==> src/rtl/vgacon_term_ctrl_if.sv <==
// Byte-stream, character-buffer and cursor signals of the terminal write sequencer.
// The slave modport is the sequencer; the master modport is the host/buffer side.
interface vgacon_term_ctrl_if #(
    parameter int unsigned ADDR_W = 5
);
    logic              in_valid;
    logic [7:0]        in_data;
    logic [2:0]        in_color;
    logic              in_ready;
    logic              buf_we;
    logic [ADDR_W-1:0] buf_addr;
    logic [9:0]        buf_wdata;
    logic [ADDR_W-1:0] buf_raddr;
    logic [9:0]        buf_rdata;
    logic [1:0]        cursor_row;
    logic [3:0]        cursor_col;

    modport master (
        output in_valid, in_data, in_color, buf_rdata,
        input  in_ready, buf_we, buf_addr, buf_wdata, buf_raddr, cursor_row, cursor_col
    );

    modport slave (
        input  in_valid, in_data, in_color, buf_rdata,
        output in_ready, buf_we, buf_addr, buf_wdata, buf_raddr, cursor_row, cursor_col
    );
endinterface

==> src/rtl/vgacon_term_ctrl.sv <==
// Terminal write sequencer: turns a byte stream into character-buffer cell writes,
// tracks the cursor and runs the multi-cycle scroll and clear sequences.
module vgacon_term_ctrl #(
    parameter int unsigned NUM_ROWS      = 3,
    parameter int unsigned NUM_COLS      = 10,
    parameter int unsigned ADDR_W        = 5,
    parameter logic [2:0]  DEFAULT_COLOR = 3'b010
) (
    input logic               clk,
    input logic               rst_n,
    vgacon_term_ctrl_if.slave bus
);
    localparam logic [ADDR_W-1:0] CopyLast  = ADDR_W'((NUM_ROWS - 1) * NUM_COLS - 1);
    localparam logic [ADDR_W-1:0] CellLast  = ADDR_W'(NUM_ROWS * NUM_COLS - 1);
    localparam logic [ADDR_W-1:0] RowStride = ADDR_W'(NUM_COLS);
    localparam logic [1:0]        LastRow   = 2'(NUM_ROWS - 1);
    localparam logic [3:0]        LastCol   = 4'(NUM_COLS - 1);
    localparam logic [9:0]        Blank     = {DEFAULT_COLOR, 7'h20};

    typedef enum logic [1:0] {StIdle, StScrollCopy, StScrollClear, StClear} state_e;

    state_e            state_q, state_d;
    logic [ADDR_W-1:0] ctr_q, ctr_d;
    logic [1:0]        row_q, row_d;
    logic [3:0]        col_q, col_d;
    logic              we_q, we_d;
    logic [ADDR_W-1:0] addr_q, addr_d;
    logic [9:0]        wdata_q, wdata_d;

    logic              printable;
    logic              advance_row;
    logic [ADDR_W-1:0] cur_addr;

    assign printable = (bus.in_data >= 8'h20) && (bus.in_data <= 8'h7e);
    assign cur_addr  = ADDR_W'(row_q) * RowStride + ADDR_W'(col_q);

    always_comb begin
        state_d     = state_q;
        ctr_d       = ctr_q;
        row_d       = row_q;
        col_d       = col_q;
        we_d        = 1'b0;
        addr_d      = addr_q;
        wdata_d     = wdata_q;
        advance_row = 1'b0;

        unique case (state_q)
            StIdle: begin
                if (bus.in_valid) begin
                    if (printable) begin
                        we_d    = 1'b1;
                        addr_d  = cur_addr;
                        wdata_d = {bus.in_color, bus.in_data[6:0]};
                        if (col_q == LastCol) begin
                            col_d       = 4'd0;
                            advance_row = 1'b1;
                        end else begin
                            col_d = col_q + 4'd1;
                        end
                    end else begin
                        case (bus.in_data)
                            8'h0a: begin
                                col_d       = 4'd0;
                                advance_row = 1'b1;
                            end
                            8'h0d: col_d = 4'd0;
                            8'h08: begin
                                if (col_q != 4'd0) begin
                                    col_d   = col_q - 4'd1;
                                    we_d    = 1'b1;
                                    addr_d  = cur_addr - ADDR_W'(1);
                                    wdata_d = Blank;
                                end
                            end
                            8'h0c: begin
                                state_d = StClear;
                                ctr_d   = '0;
                                row_d   = 2'd0;
                                col_d   = 4'd0;
                            end
                            default: ;
                        endcase
                    end
                    // Newline past the bottom row scrolls; the cursor parks at the last row.
                    if (advance_row) begin
                        if (row_q == LastRow) begin
                            state_d = StScrollCopy;
                            ctr_d   = '0;
                        end else begin
                            row_d = row_q + 2'd1;
                        end
                    end
                end
            end
            StScrollCopy: begin
                we_d    = 1'b1;
                addr_d  = ctr_q;
                wdata_d = bus.buf_rdata;
                ctr_d   = ctr_q + ADDR_W'(1);
                if (ctr_q == CopyLast) state_d = StScrollClear;
            end
            StScrollClear, StClear: begin
                we_d    = 1'b1;
                addr_d  = ctr_q;
                wdata_d = Blank;
                if (ctr_q == CellLast) begin
                    state_d = StIdle;
                    ctr_d   = '0;
                end else begin
                    ctr_d = ctr_q + ADDR_W'(1);
                end
            end
        endcase
    end

    always_ff @(posedge clk) begin
        if (!rst_n) begin
            state_q <= StIdle;
            ctr_q   <= '0;
            row_q   <= 2'd0;
            col_q   <= 4'd0;
            we_q    <= 1'b0;
            addr_q  <= '0;
            wdata_q <= 10'd0;
        end else begin
            state_q <= state_d;
            ctr_q   <= ctr_d;
            row_q   <= row_d;
            col_q   <= col_d;
            we_q    <= we_d;
            addr_q  <= addr_d;
            wdata_q <= wdata_d;
        end
    end

    // Copy source runs one row ahead of the write address.
    assign bus.buf_raddr  = ctr_q + RowStride;
    assign bus.in_ready   = (state_q == StIdle);
    assign bus.buf_we     = we_q;
    assign bus.buf_addr   = addr_q;
    assign bus.buf_wdata  = wdata_q;
    assign bus.cursor_row = row_q;
    assign bus.cursor_col = col_q;
endmodule

==> src/flat_wrapper.sv <==
// flat-port wrapper written by rule: the top's interface ports become plain ports
module vgacon_term_ctrl_flat 
#(
    parameter int unsigned NUM_ROWS      = 3,
    parameter int unsigned NUM_COLS      = 10,
    parameter int unsigned ADDR_W        = 5,
    parameter logic [2:0]  DEFAULT_COLOR = 3'b010
)
  (clk, rst_n, bus_in_valid, bus_in_data, bus_in_color, bus_buf_rdata, bus_in_ready, bus_buf_we, bus_buf_addr, bus_buf_wdata, bus_buf_raddr, bus_cursor_row, bus_cursor_col);
  vgacon_term_ctrl_if #(.ADDR_W(ADDR_W)) bus_i ();
  input logic clk;
  input logic rst_n;
  input wire logic [$bits(bus_i.in_valid)-1:0] bus_in_valid;
  input wire logic [$bits(bus_i.in_data)-1:0] bus_in_data;
  input wire logic [$bits(bus_i.in_color)-1:0] bus_in_color;
  input wire logic [$bits(bus_i.buf_rdata)-1:0] bus_buf_rdata;
  output wire logic [$bits(bus_i.in_ready)-1:0] bus_in_ready;
  output wire logic [$bits(bus_i.buf_we)-1:0] bus_buf_we;
  output wire logic [$bits(bus_i.buf_addr)-1:0] bus_buf_addr;
  output wire logic [$bits(bus_i.buf_wdata)-1:0] bus_buf_wdata;
  output wire logic [$bits(bus_i.buf_raddr)-1:0] bus_buf_raddr;
  output wire logic [$bits(bus_i.cursor_row)-1:0] bus_cursor_row;
  output wire logic [$bits(bus_i.cursor_col)-1:0] bus_cursor_col;
  assign bus_i.in_valid = bus_in_valid;
  assign bus_i.in_data = bus_in_data;
  assign bus_i.in_color = bus_in_color;
  assign bus_i.buf_rdata = bus_buf_rdata;
  assign bus_in_ready = bus_i.in_ready;
  assign bus_buf_we = bus_i.buf_we;
  assign bus_buf_addr = bus_i.buf_addr;
  assign bus_buf_wdata = bus_i.buf_wdata;
  assign bus_buf_raddr = bus_i.buf_raddr;
  assign bus_cursor_row = bus_i.cursor_row;
  assign bus_cursor_col = bus_i.cursor_col;
  vgacon_term_ctrl #(.NUM_ROWS(NUM_ROWS), .NUM_COLS(NUM_COLS), .ADDR_W(ADDR_W), .DEFAULT_COLOR(DEFAULT_COLOR)) u_core (.clk(clk), .rst_n(rst_n), .bus(bus_i));
endmodule
==> config.mk <==
export PLATFORM = sky130hd
export DESIGN_NAME = vgacon_term_ctrl_flat
export DESIGN_NICKNAME = d
export VERILOG_FILES = /design/src/rtl/vgacon_term_ctrl_if.sv /design/src/rtl/vgacon_term_ctrl.sv /design/src/flat_wrapper.sv
export SDC_FILE = /design/constraint.sdc
export NUM_CORES = 1
export LEC_CHECK = 0
export CORE_MARGIN = 4
export CORE_UTILIZATION = 40
export CTS_CLUSTER_SIZE = 16
export DETAILED_ROUTE_END_ITERATION = 10
export GPL_ROUTABILITY_DRIVEN = 0
export PLACE_DENSITY = 0.7
export REMOVE_ABC_BUFFERS = 1
export SYNTH_ARGS = -nofsm -noshare
export SYNTH_HDL_FRONTEND = slang
export SYNTH_SLANG_ARGS = --single-unit
export TNS_END_PERCENT = 30
==> constraint.sdc <==
create_clock -name clk -period 2.1 [get_ports clk]
set_input_delay 0.42 -clock clk [delete_from_list [all_inputs] [get_ports clk]]
set_output_delay 0.42 -clock clk [all_outputs]
set_load 0.05 [all_outputs]
# --- Word-level counts from Yosys, hierarchy flattened ---
# Cells that the tools add are included.
classes:
  addsub: 7
  n_mul: 1
  div: 0
  n_lt_le_gt_ge: 2
  eq_ne: 17
  shift: 0
  muxes: 43
  n_bitwise: 0
  n_reduce_logical: 11
op_table:
  columns: ["operator", "count"]
  rows:
  - ["two-way mux 5 bit", 10]
  - ["two-way mux 10 bit", 4]
  - ["== test 8 x 4 -> 1 bit (second input constant)", 4]
  - ["one-hot mux 10 bit (3 select lines)", 1]
  - ["two-way mux 2 bit", 11]
  - ["one-hot mux 5 bit (3 select lines)", 1]
  - ["two-way mux 4 bit", 3]
  - ["== test 5 bit (second input constant)", 2]
  - ["one-hot mux 5 bit (2 select lines)", 1]
  - ["two-way mux 1 bit", 9]
  - ["!= test 3 x 1 -> 1 bit (second input constant)", 3]
  - ["greater-or-equal comparator 8 x 6 -> 1 bit (second input constant)", 1]
  - ["less-or-equal comparator 8 x 7 -> 1 bit (second input constant)", 1]
  - ["one-hot mux 4 bit (2 select lines)", 1]
  - ["== test 2 bit (second input constant)", 3]
  - ["one-hot mux 2 bit (3 select lines)", 1]
  - ["AND reduction 3 bit", 2]
  - ["OR reduction 3 bit", 2]
  - ["adder 5 x 1 -> 5 bit (second input constant)", 1]
  - ["adder 5 x 4 -> 5 bit", 1]
  - ["adder 5 x 4 -> 5 bit (second input constant)", 1]
  - ["subtractor 5 x 1 -> 5 bit (second input constant)", 1]
  - ["adder 4 x 1 -> 4 bit (second input constant)", 1]
  - ["== test 4 bit (second input constant)", 1]
  - ["14 further kinds", 15]
totals:
  ff_bits: 29
  latchBits: 0
  mem_bits_rw: 0
  romBits: 0
  in_bits: 24
  output_inout_bits: 28
  elab_cells: 88
  mem_count: 0

# --- Logic depth before layout (Yosys ltp) ---
depth:
  word_depth: 8
  mapped_depth: 10
  mapped_depth_nobuf: 8

# --- Worst setup path before layout ---
# OpenSTA, ideal clock, no wires.
synth_timing:
  path_kind: "register to register"
  startpoint: "register u_core.col_q[0], in the netlist u_core.bus.cursor_col[0]"
  endpoint: "register u_core.addr_q[1], in the netlist u_core.bus.buf_addr[1]"
  setup_ns: 0.127
  arrival_time_ns: 2.352
  t_required_ns: 1.973
  slack_ns: -0.378
  path_stages_with_launch: 11
  n_path_buf: 3
  synth_period_minus_slack_ns: 2.478
  path_cell_list: "dfxtp_1 > clkbuf_1 > inv_1 > ha_1 > or3b_1 > and4_4 > buf_6 > a211o_4 > buf_6 > o21ai_0 > a31oi_1"
synth_via:
  elab_chain_len: 7
  word_cells_on_any_way: 10
  cone_classes: "add/sub (2); eq/ne (1); mux (5); reduce/logical (2)"
synth_rtl:
  columns: ["item", "line", "text"]
  rows:
  - ["from (decl)", "vgacon_term_ctrl.sv:25", "logic [3:0] col_q, col_d;"]
  - ["from (signal assigned)", "vgacon_term_ctrl.sv:129", "col_q <= col_d;"]
  - ["adder 5 x 4 -> 5 bit", "vgacon_term_ctrl.sv:35", "assign cur_addr = ADDR_W'(row_q) * RowStride + ADDR_W'(col_q);"]
  - ["subtractor 5 x 1 -> 5 bit", "vgacon_term_ctrl.sv:71", "addr_d = cur_addr - ADDR_W'(1);"]
  - ["two-way mux 5 bit", "vgacon_term_ctrl.sv:68", "if (col_q != 4'd0) begin"]
  - ["two-way mux 5 bit", "vgacon_term_ctrl.sv:61", "case (bus.in_data)"]
  - ["two-way mux 5 bit", "vgacon_term_ctrl.sv:50", "if (printable) begin"]
  - ["two-way mux 5 bit", "vgacon_term_ctrl.sv:49", "if (bus.in_valid) begin"]
  - ["one-hot mux 5 bit (2 select lines)", "vgacon_term_ctrl.sv:47", "unique case (state_q)"]
  - ["to (signal assigned)", "vgacon_term_ctrl.sv:131", "addr_q <= addr_d;"]
  - ["to (decl)", "vgacon_term_ctrl.sv:27", "logic [ADDR_W-1:0] addr_q, addr_d;"]
# Parallel ways exist; a longest one is shown, timed or not. The select of a mux whose other input is x is not followed.
# A chain may end at the register's enable or synchronous reset.

# --- Worst setup path after layout ---
layout_timing:
  startpoint: "input bus_in_data[7]"
  endpoint: "register u_core.wdata_q[7], in the netlist u_core.bus.buf_wdata[7]"
layout_via:
  elab_chain_len: 5
  word_cells_on_any_way: 10
  cone_classes: "order compare (2); eq/ne (3); mux (3); reduce/logical (2)"
layout_rtl:
  columns: ["item", "line", "text"]
  rows:
  - ["from (decl)", "flat_wrapper.sv:14", "input wire logic [$bits(bus_i.in_data)-1:0] bus_in_data;"]
  - ["greater-or-equal comparator 8 x 6 -> 1 bit / less-or-equal comparator 8 x 7 -> 1 bit (equally long branches)", "vgacon_term_ctrl.sv:34", "assign printable = (bus.in_data >= 8'h20) && (bus.in_data <= 8'h7e);"]
  - ["logical AND 1 bit", "vgacon_term_ctrl.sv:34", null]
  - ["two-way mux 10 bit", "vgacon_term_ctrl.sv:50", null]
  - ["two-way mux 10 bit", "vgacon_term_ctrl.sv:49", null]
  - ["one-hot mux 10 bit (3 select lines)", "vgacon_term_ctrl.sv:47", null]
  - ["to (signal assigned)", "vgacon_term_ctrl.sv:132", "wdata_q <= wdata_d;"]
  - ["to (decl)", "vgacon_term_ctrl.sv:28", "logic [9:0] wdata_q, wdata_d;"]
# Parallel ways exist; a longest one is shown, timed or not. The select of a mux whose other input is x is not followed.

==> metrics.md <==
| Metric | Value |
|---|---|
| Max clock buf depth | 2 |
| Crit path largest cell delay | 0.42 ns |
| Final WL | 6450 um |
| Synth top area cells | dfxtp_1, ha_1, a211oi_1 |
| Leak | 1.25 nW |
| Crit-path slowest cell | clkdlybuf4s50_1 |
| Die width | 78.8 um |
| Synthesized area | 2010 um2 |
| Mapped Avg Cell Area | 8.40 um2 |
| Share of cells above drive strength 1 | 0.248 |
| Most common flop cell mapped by yosys | dfxtp_1 |
| Total CTS buffers | 5 |
| Insertion delay to the later sink of the worst-skew pair | 0.28 ns |
| Least-Margin Pin Slew | 0.529 ns |
| Root Buffer | clkbuf_8 |
| Global-route wire length before repair | 10500 um |
| Top cell type's share of synthesized area | 0.289 |
| Int Pwr | 1.16 mW |
| Row cnt | 25 |
| Fin util | 0.638 |
| Outcome | finished clean |
| Final Hold Vio Count | 0 |
| VDD IR-drop max | 0.292 mV |
| First drt pass iteration count | 5 |
| Layout net count | 367 |
| Filler instances | 426 |
| Critical path's most frequent cell | buf_4 |
| Vias per Instance | 5.74 |
| Drt drc | 0 |
| Switching power | 0.483 mW |
| H-tree levels | 2 |
| Antenna-violating nets left | 0 |
| F_max | 0.491 GHz |
| Minimum clock period | 2.04 ns |
| Final Max Slew Viols | 0 |
| Final HPWL DP | 4500 um |
| Reg2reg path depth | 6 |
| Max Fanout on Critical Path | 6 |
| Most common cell after layout, fill and taps aside | buf_4 |
| Fin crit share | 0.970 |
| Reg2reg end | u_core.bus.buf_wdata[7]$_SDFFE_PN0P_ |
| Height of the die | 78.8 um |
| WL/cell | 16.2 um |
| Post-Synthesis Cells | 239 |
| CTS tree | built |
| Fraction of power consumed by sequential logic | 0.358 |
| N_diodes | 0 |
| #FFs+latches synth | 29 |
| Fraction of registers with async set or reset after synthesis | 0 |
| Hold path depth | 2 |
| Vias in the first global route | 2169 |
| DR iter-0 viols | 146 |
| Net Sw Frac | 0.295 |
| # clock sinks | 29 |
| Post-synth EDFFs | 0 |
| Hold-fix buffers, CTS | 0 |
| Non-Filler Cell Area, Final | 3060 um2 |
| Final setup vio count | 0 |
| Worst Hold End | u_core.bus.buf_addr[3]$_SDFFE_PN0P_ |
| Cell variety after synth | 58 |
| Hold Path Class | reg2reg |
| P per Cell Area | 537 nW/um2 |
| Vias | 2283 |
| Initial Util | 0.419 |
| Core Footprint | 4790 um2 |
| Total negative slack | 0 ns |
| Setup Crit Path Kind | in2reg |
| Seq/Total Area, Yosys | 0.289 |
| Required time of the worst setup path | 2.29 ns |
| GRT Util Overall | 0.211 |
| Crit. End Element | register |
| Worst slew margin | 0.646 |
| Clock network fraction of total power | 0.372 |
| Die area | 6210 um2 |
| CTS clk-pin slew, worst paths | 0.06 ns |
| PortBufs | 51 |
| Clock skew | 0.00440 ns |
| Tot Pwr | 1.64 mW |
| Critical path arrival | 2.22 ns |
| Slack of the worst reg-to-reg path | 0.13 ns |
| Number of I/O pins | 52 |
| CP Cell Sequence | clkdlybuf4s50_1 -> buf_4 -> nor4b_4 -> buf_4 -> and4_4 -> a211o_2 -> nor2_1 -> a211oi_1 |
| RSZ-0062 raised after global routing | yes |
| Logic pwr share | 0.270 |
| Warnings from Yosys | 0 |
| Initial antenna violation count | 0 |
| Area Growth Syn to Fin | 52.2% |
| Yosys top cell by area | dfxtp_1 |
| Dpl cell area | 2860 um2 |
| Total gr overflow | 0 |
| HP Start | u_core.bus.buf_addr[3]$_SDFFE_PN0P_ |
| Most frequent cells in the layout | buf_4, clkdlybuf4s50_1, dfxtp_1 |
| Startpoint types | input pin |
| Worst flop-to-flop path startpoint | u_core.bus.cursor_col[1]$_SDFFE_PN0P_ |
| Pin count of the biggest net entering global routing | 17 |
| MaxCap Viol Count | 0 |
| Hold Slack | 0.483 ns |
-- critical path: cells and delay by family --
family / cells / cell delay [ns]
AOI/OAI and AO/OA: 2 / 0.45
buffers and inverters: 3 / 0.77
and+or+nand+nor: 3 / 0.58
-- per-stage QoR --
| step | setup slack, ns | instances |
|---|---|---|
| CTS | 0.00718 | 395 |
| global placement | -0.357 | 386 |
| detailed placement | -0.438 | 386 |
| floorplan | -0.304 | 222 |
| global route | -0.00490 | 398 |
| finish | 0.0624 | 398 |
-- area by class of cell --
cell class	count	area, um2	area share
sequential	29	581	0.190
clock inverter	1	30.0	0.00983
timing repair buffer	98	863	0.283
multi-input combinational	182	1360	0.445
tap	67	83.8	0.0274
clock buffer	7	86.3	0.0283
inverter	14	52.6	0.0172
-- registers in the layout, indices dropped and copies added (netlist names), named ones only --
register and flops:
u_core.bus.buf_addr 5, u_core.bus.buf_wdata 10, u_core.bus.buf_we 1, u_core.bus.cursor_col 4
u_core.bus.cursor_row 1, u_core.ctr_q 5, u_core.state_q 2
-- cell usage after synthesis (all sizes together), types with 5 or more instances --
cell type / n
dfxtp: 29
nor2: 24
nand2: 15
a211oi: 12
ha: 12
inv: 12
a21oi: 11
o21ai: 11
a22oi: 9
clkbuf: 9
buf: 8
nand4: 7
a31oi: 6
a21o: 5
and3: 5
nand3: 5
o211ai: 5
xnor2: 5
-- how the worst max path moves through the flow --
stage	from	endpoint	depth (start not counted)	slack (ns)
3_5_place_dp	bus_in_data[5]	u_core.bus.buf_wdata[4]$_SDFFE_PN0P_	7	-0.44
2_1_floorplan	register	u_core.bus.buf_addr[3]$_SDFFE_PN0P_	7	-0.30
6_report	bus_in_data[7]	u_core.bus.buf_wdata[7]$_SDFFE_PN0P_	8	0.06
5_1_grt	bus_in_data[2]	u_core.bus.cursor_col[2]$_SDFFE_PN0P_	7	-0.005
4_1_cts	bus_in_data[7]	u_core.bus.cursor_col[3]$_SDFFE_PN0P_	7	0.007
3_3_place_gp	bus_in_data[6]	u_core.bus.buf_addr[2]$_SDFFE_PN0P_	7	-0.36
-- power groups by stage --
stage | Sequential (mW) | Combinational [mW] | Clock (mW)
after floorplan | 0.688 | 0.132 | 0
after global placement | 0.598 | 0.416 | 0
after detailed placement | 0.600 | 0.420 | 0
after CTS | 0.587 | 0.427 | 0.624
after global routing | 0.591 | 0.475 | 0.655
final | 0.587 | 0.443 | 0.610
-- kinds of logic after synthesis --
| logic type | after synthesis | synth area share |
|---|---|---|
| and+or+nand+nor | 73 | 0.196 |
| AOI/OAI and AO/OA | 86 | 0.325 |
| buffers and inverters | 31 | 0.0729 |
| xor gates and xnor gates | 6 | 0.0262 |
| adders and majority gates | 13 | 0.0848 |
| muxes | 1 | 0.00499 |
| DFF | 29 | 0.289 |
-- per-layer routing --
metal	track usage	vias to the layer above	part of all wire
li1	-	1098	-
met1	0.278	1062	0.44
met2	0.340	112	0.47
met3	0.0499	11	0.077
met4	0.0704	0	0.018
met5	0	-	0
-- timing repair --
action | CTS | global route
buffers inserted | 0 | 1
gates resized for setup | 5 | 10
gates cloned | 1 | 2
pin swaps | 3 | 5
endpoints found under the setup margin | 20 | 27
Power figures use the tool's default switching activity.
==> variant 1 (config.mk and constraints unchanged) <==
Remove the case item `8'h08` of the case on `bus.in_data`.
--- a/src/rtl/vgacon_term_ctrl.sv
+++ b/src/rtl/vgacon_term_ctrl.sv
@@ -66,10 +66,2 @@
                             8'h0d: col_d = 4'd0;
-                            8'h08: begin
-                                if (col_q != 4'd0) begin
-                                    col_d   = col_q - 4'd1;
-                                    we_d    = 1'b1;
-                                    addr_d  = cur_addr - ADDR_W'(1);
-                                    wdata_d = Blank;
-                                end
-                            end
                             8'h0c: begin
Function: changed (Yosys sat finds a counterexample within 4 cycles, from zero or initial values and one cycle with rst_n low).
==> variant 1 against the original RTL <==
Via count is 21% lower. Cell count is 18% lower. Routed wire length is 25% lower. Worst setup slack better by 0.029 ns. Synthesized area is 12% lower. Cell area is 14% lower. Power is 12% lower. Sequential cell count stayed put. Combinational power is 28% lower. Global-route usage is 2.0 points lower. Count of clock-buffer cells in the layout stayed put. Critical path type is now reg2out.
==> variant 1: results (changes against the original RTL) <==
Cells and area
The ratio of cells with drive above 1 in the final layout is 0.159 (-0.0889). The number of nets in the finished design is 309 (-16%). The number of inserted filler cells in the final layout is 387 (-9.2%).

Power
The switching power summed over all nets came to 428 uW (-11%). The maximum ir drop on the vdd rail was 0.000370 V (+27%). The leakage power is 1.02 nW (-18%).

Placed design
The area of placed instances is 2510 um^2 (-12%). The number of placed instances, taps included is 319 (-17%). The sum of net half-perimeters after detailed placement is 3.80 mm (-16%).

Clocking
The post-CTS resize count is 0 (-5). The clock latency at the later pin of the worst-skew pair is approximately 0.29 ns.

Drt
The routed via count divided by cell count is 5.51 (-4.0%). The total number of vias came to 1801 (-21%). The number of design-rule violations left by the first detailed-router iteration is 65 (-55%). The total routed wirelength came to 4.83 mm (-25%). The number of optimization iterations in the first detailed-route pass came to 4 (-1).

Global routing
The maximum number of pins on one net before global-route repair was 21 (+4). The combined global-route utilization of all metal layers is 0.191 (-0.0202). The via count of the first global-routing pass is 1716 (-21%).

The first-pass GRT wire length is 8.12 mm (-22%).

Synth
Counting instances in the post-synthesis netlist gives the leading cell types as dfxtp_1 (29), nand2_1 (15), inv_1 (12). The predominant post-synthesis flop cell is dfxtp_1. The fraction of the yosys area taken by sequential cells is 0.328 (+0.0386). Yosys attributes the largest share of cell area to dfxtp_1 (33%), mux2i_1 (6.2%), ha_1 (5.7%).

The average size of a mapped cell is 8.76 um^2 (+4.4%). The count of different cell masters after synthesis is 50 (-14%).

STA
The actual slew at the worst max-slew pin is 0.512 ns (-0.0162 ns). The worst setup skew after layout is 0.0133 ns (+0.00892 ns).

Worst setup path
The worst path arrival time is 1.59 ns (-0.63 ns). The longest individual stage delay on the worst path came to 0.86 ns (+0.44 ns). The largest driver fanout on the critical path came to 7 (+1).

Run status
The run finished with clean final reports.
variant 1: kinds of logic after synthesis:
| logic type | share of synthesized area |
|---|---|
| multiplexers | 0.0622 |
| AND/OR/NAND/NOR | 0.194 |
| AO/OA/AOI/OAI | 0.280 |
| buffers and inverters | 0.0481 |
| flip-flops | 0.328 |
| adder cells (fa/ha/maj) | 0.0678 |
| XOR/XNOR | 0.0198 |
variant 1: metrics by stage:
step,power (mW),setup slack (ns),util
floorplan,0.756,-0.0994,-
global placement,0.914,-0.0947,0.606
detailed placement,0.918,-0.134,0.606
CTS,1.45,0.0698,0.630
global route,1.49,0.0206,0.632
finish,1.44,0.0912,0.632
variant 1: power groups by stage:
stage | combinational, mW | sequential, mW | clock (mW)
3_5_place_dp | 0.322 | 0.596 | 0
5_1_grt | 0.345 | 0.587 | 0.559
3_3_place_gp | 0.318 | 0.596 | 0
2_1_floorplan | 0.0926 | 0.664 | 0
6_report | 0.321 | 0.584 | 0.531
4_1_cts | 0.322 | 0.584 | 0.540
variant 1: final cells by class:
class,count,share of cell area
timing repair buffer,76,0.274
clock buffer,7,0.0368
sequential,29,0.222
multi-input combinational,152,0.424
clock inverter,1,0.00191
inverter,12,0.0172
tap,50,0.0239
variant 1: worst paths after layout:
kind	startpoint	endpoint	slack (ns)	depth (start not counted)
setup / recovery	u_core.ctr_q[0]$_SDFFE_PN0P_	bus_buf_raddr[0]	0.09	1
hold / removal	u_core.bus.buf_wdata[7]$_SDFFE_PN0P_	u_core.bus.buf_wdata[7]$_SDFFE_PN0P_	0.47	1
setup reg to reg	flip-flop	u_core.bus.buf_addr[2]$_SDFFE_PN0P_	0.39	6
hold reg to reg	u_core.bus.buf_wdata[7]$_SDFFE_PN0P_	u_core.bus.buf_wdata[7]$_SDFFE_PN0P_	0.47	1
variant 1: layer usage:
| metal | part of all wire | up-vias | GRT usage | routed length [um] |
|---|---|---|---|---|
| met5 | 0 | - | 0 | 0 |
| met3 | 0.073 | 9 | 0.0649 | 355 |
| met1 | 0.46 | 817 | 0.237 | 2210 |
| li1 | - | 917 | - | - |
| met2 | 0.45 | 58 | 0.302 | 2170 |
| met4 | 0.020 | 0 | 0.0771 | 95 |
variant 1: worst register-to-register path, delay by kind of cell, from the launching register on:
kind | cells | cell delay (ns)
fa+ha+maj | 2 | 0.72
flops | 1 | 0.57
mux | 1 | 0.13
buf+inv | 2 | 0.10
compound gates | 1 | 0.09
==> variant 2 (same flow settings) <==
Made on the original files. `ADDR_W` is set to 5 in 3 places; all go to 4.
--- a/src/rtl/vgacon_term_ctrl_if.sv
+++ b/src/rtl/vgacon_term_ctrl_if.sv
@@ -3,3 +3,3 @@
 interface vgacon_term_ctrl_if #(
-    parameter int unsigned ADDR_W = 5
+    parameter int unsigned ADDR_W = 4
 );
--- a/src/rtl/vgacon_term_ctrl.sv
+++ b/src/rtl/vgacon_term_ctrl.sv
@@ -5,3 +5,3 @@
     parameter int unsigned NUM_COLS      = 10,
-    parameter int unsigned ADDR_W        = 5,
+    parameter int unsigned ADDR_W        = 4,
     parameter logic [2:0]  DEFAULT_COLOR = 3'b010
--- a/src/flat_wrapper.sv
+++ b/src/flat_wrapper.sv
@@ -5,3 +5,3 @@
     parameter int unsigned NUM_COLS      = 10,
-    parameter int unsigned ADDR_W        = 5,
+    parameter int unsigned ADDR_W        = 4,
     parameter logic [2:0]  DEFAULT_COLOR = 3'b010
Ports: changed (resized bus_buf_addr and bus_buf_raddr); port bits go from 52 to 50. The function was not compared with the original's and may differ.
==> variant 2 against the original RTL <==
Power decreased by 20%. Routed wire length down 19%. Fmax down 2.7%. Sequential cell count down 2. Sequential share of layout area is 0.89 points higher. First-iteration DRC count down 23%. Largest cell class unchanged. Largest power group is now sequential cells. Synthesized area shrank 13%. Highest routed layer unchanged. Cell area shrank 11%. Clock skew is 0.0012 ns lower. Count of clock-buffer cells in the layout fell by 4. Non-clock buffer count down 13. Synthesized cell count decreased by 11%. Worst setup slack worse by 0.056 ns.
==> variant 2: results (changes against the original RTL) <==
Power
The leakage power is 1.08 nW (-13%). The maximum ir drop on the vdd rail was 0.000386 V (+32%).

Run status
The flow ran to the end, and the final reports show no timing, DRC or antenna violations.

Synth
Ranked by total cell area, the synthesized netlist is headed by dfxtp_1 (31%), ha_1 (7.2%), nor2_1 (4.7%). The fraction of the yosys area taken by sequential cells is 0.309 (+0.0197). The area share of fa/ha/maj cells after synthesis came to 0.0830 (-0.00181).

Ranked by instance count, the synthesized netlist is headed by dfxtp_1 (27), nor2_1 (22), nand2_1 (18).

Global routing
The met1 capacity usage during global routing was 0.271 (-0.00683). The via count of the first global-routing pass is 1706 (-21%). The combined global-route utilization of all metal layers is 0.183 (-0.0277). The first-pass GRT wire length is 8.02 mm (-23%).

Drt
The number of design-rule violations left by the first detailed-router iteration was 113 (-23%). The routed via count divided by cell count came to 5.67 (-1.1%). The length of routed met3 wiring is 362 um (-27%).

Clocking
The clock-pin transition on the worst setup and hold timing paths is 0.10 ns (+0.04 ns). The number of levels in the clock H-tree was 1 (-1). The number of buffers created by CTS is 3 (-2).

Worst setup path
The largest driver fanout on the critical path is 7 (+1). The worst path arrival time was 2.29 ns (+0.07 ns). The longest individual stage delay on the worst path was 0.46 ns (+0.04 ns). The cell family contributing the most delay on the critical path is compound AO/OA/AOI/OAI gates.

Placed design
The area of placed instances is 2520 um^2 (-12%). The count of buffers inserted at the top-level ports is 49 (-3.9%).

Cells and area
The ratio of cells with drive above 1 in the final layout is 0.238 (-0.00980). The number of nets in the finished design was 326 (-11%). The number of inserted filler cells in the final layout was 348 (-18%).

STA
The actual slew at the worst max-slew pin was 0.604 ns (+0.0752 ns). The worst setup skew after layout is 0.00322 ns (-0.00118 ns).
variant 2: cell count changes after synthesis, moves of 3 or more:
| cell | delta |
|---|---|
| a21o_1 | -5 |
| clkbuf_1 | -5 |
| nand2b_1 | +5 |
| nand4_1 | -5 |
| o22ai_1 | +4 |
| a211oi_2 | +3 |
| nand2_1 | +3 |
| nor3b_1 | -3 |
variant 2: power by group:
group          internal, mW  switching, mW  leakage, nW
sequential            0.537         0.0131        0.220
clock                 0.135          0.180       0.0217
combinational         0.198          0.248        0.835
variant 2: worst paths after layout:
path,start,endpoint,slack [ns],depth (start not counted)
setup / recovery,bus_in_data[4],u_core.bus.buf_wdata[9]$_SDFFE_PN0P_,0.007,9
hold / removal,u_core.bus.buf_addr[1]$_SDFFE_PN0P_,u_core.bus.buf_addr[1]$_SDFFE_PN0P_,0.50,2
setup reg to reg,u_core.bus.cursor_col[1]$_SDFFE_PN0P_,u_core.bus.buf_wdata[9]$_SDFFE_PN0P_,0.09,8
hold reg to reg,u_core.bus.buf_addr[1]$_SDFFE_PN0P_,u_core.bus.buf_addr[1]$_SDFFE_PN0P_,0.50,2
variant 2: worst register-to-register path, stage by stage, from the launching register on:
cell	delay, ns
dfxtp_1	0.39
inv_1	0.11
ha_1	0.20
a311oi_2	0.37
a21oi_4	0.13
o21ai_4	0.27
clkbuf_16	0.20
nor2_1	0.04
a211oi_1	0.21
variant 2: timing repair:
| item | 4_1_cts | 5_1_grt |
|---|---|---|
| hold endpoints to repair | 0 | 0 |
| setup endpoints to repair | 3 | 21 |
| setup buffers | 0 | 1 |
| gates resized for setup | 1 | 22 |
| pin swaps | 1 | 5 |
| gates cloned | 0 | 2 |
variant 2: logic make-up (layout without fill, tap and decap cells):
family | after synthesis | in the layout
flip-flops | 27 | 27
buffers and inverters | 23 | 101
adder cells (fa/ha/maj) | 11 | 11
AND/OR/NAND/NOR | 68 | 68
AO/OA/AOI/OAI | 75 | 75
XOR/XNOR | 7 | 7
multiplexers | 1 | 1
variant 2: stage by stage:
stage / cells / setup TNS (ns) / worst slack [ns] / total power [mW] / hold WS (ns)
after floorplan: 201 / -5.88 / -0.388 / 0.788 / 0.484
after global placement: 333 / -5.12 / -0.294 / 0.971 / 0.485
after detailed placement: 333 / -5.67 / -0.348 / 0.976 / 0.491
after CTS: 337 / 0 / 0.00346 / 1.29 / 0.505
after global routing: 340 / -0.0646 / -0.0399 / 1.37 / 0.528
final: 340 / 0 / 0.00661 / 1.31 / 0.498
variant 2: cell type report:
type / instances / area [um^2] / area share
flip-flops and latches: 27 / 541 / 0.199
clock inverters: 1 / 7.51 / 0.00276
well taps: 50 / 62.6 / 0.0230
multi-input cells: 162 / 1170 / 0.431
repair buffers: 85 / 850 / 0.313
inverters: 12 / 45.0 / 0.0166
clock buffers: 3 / 41.3 / 0.0152
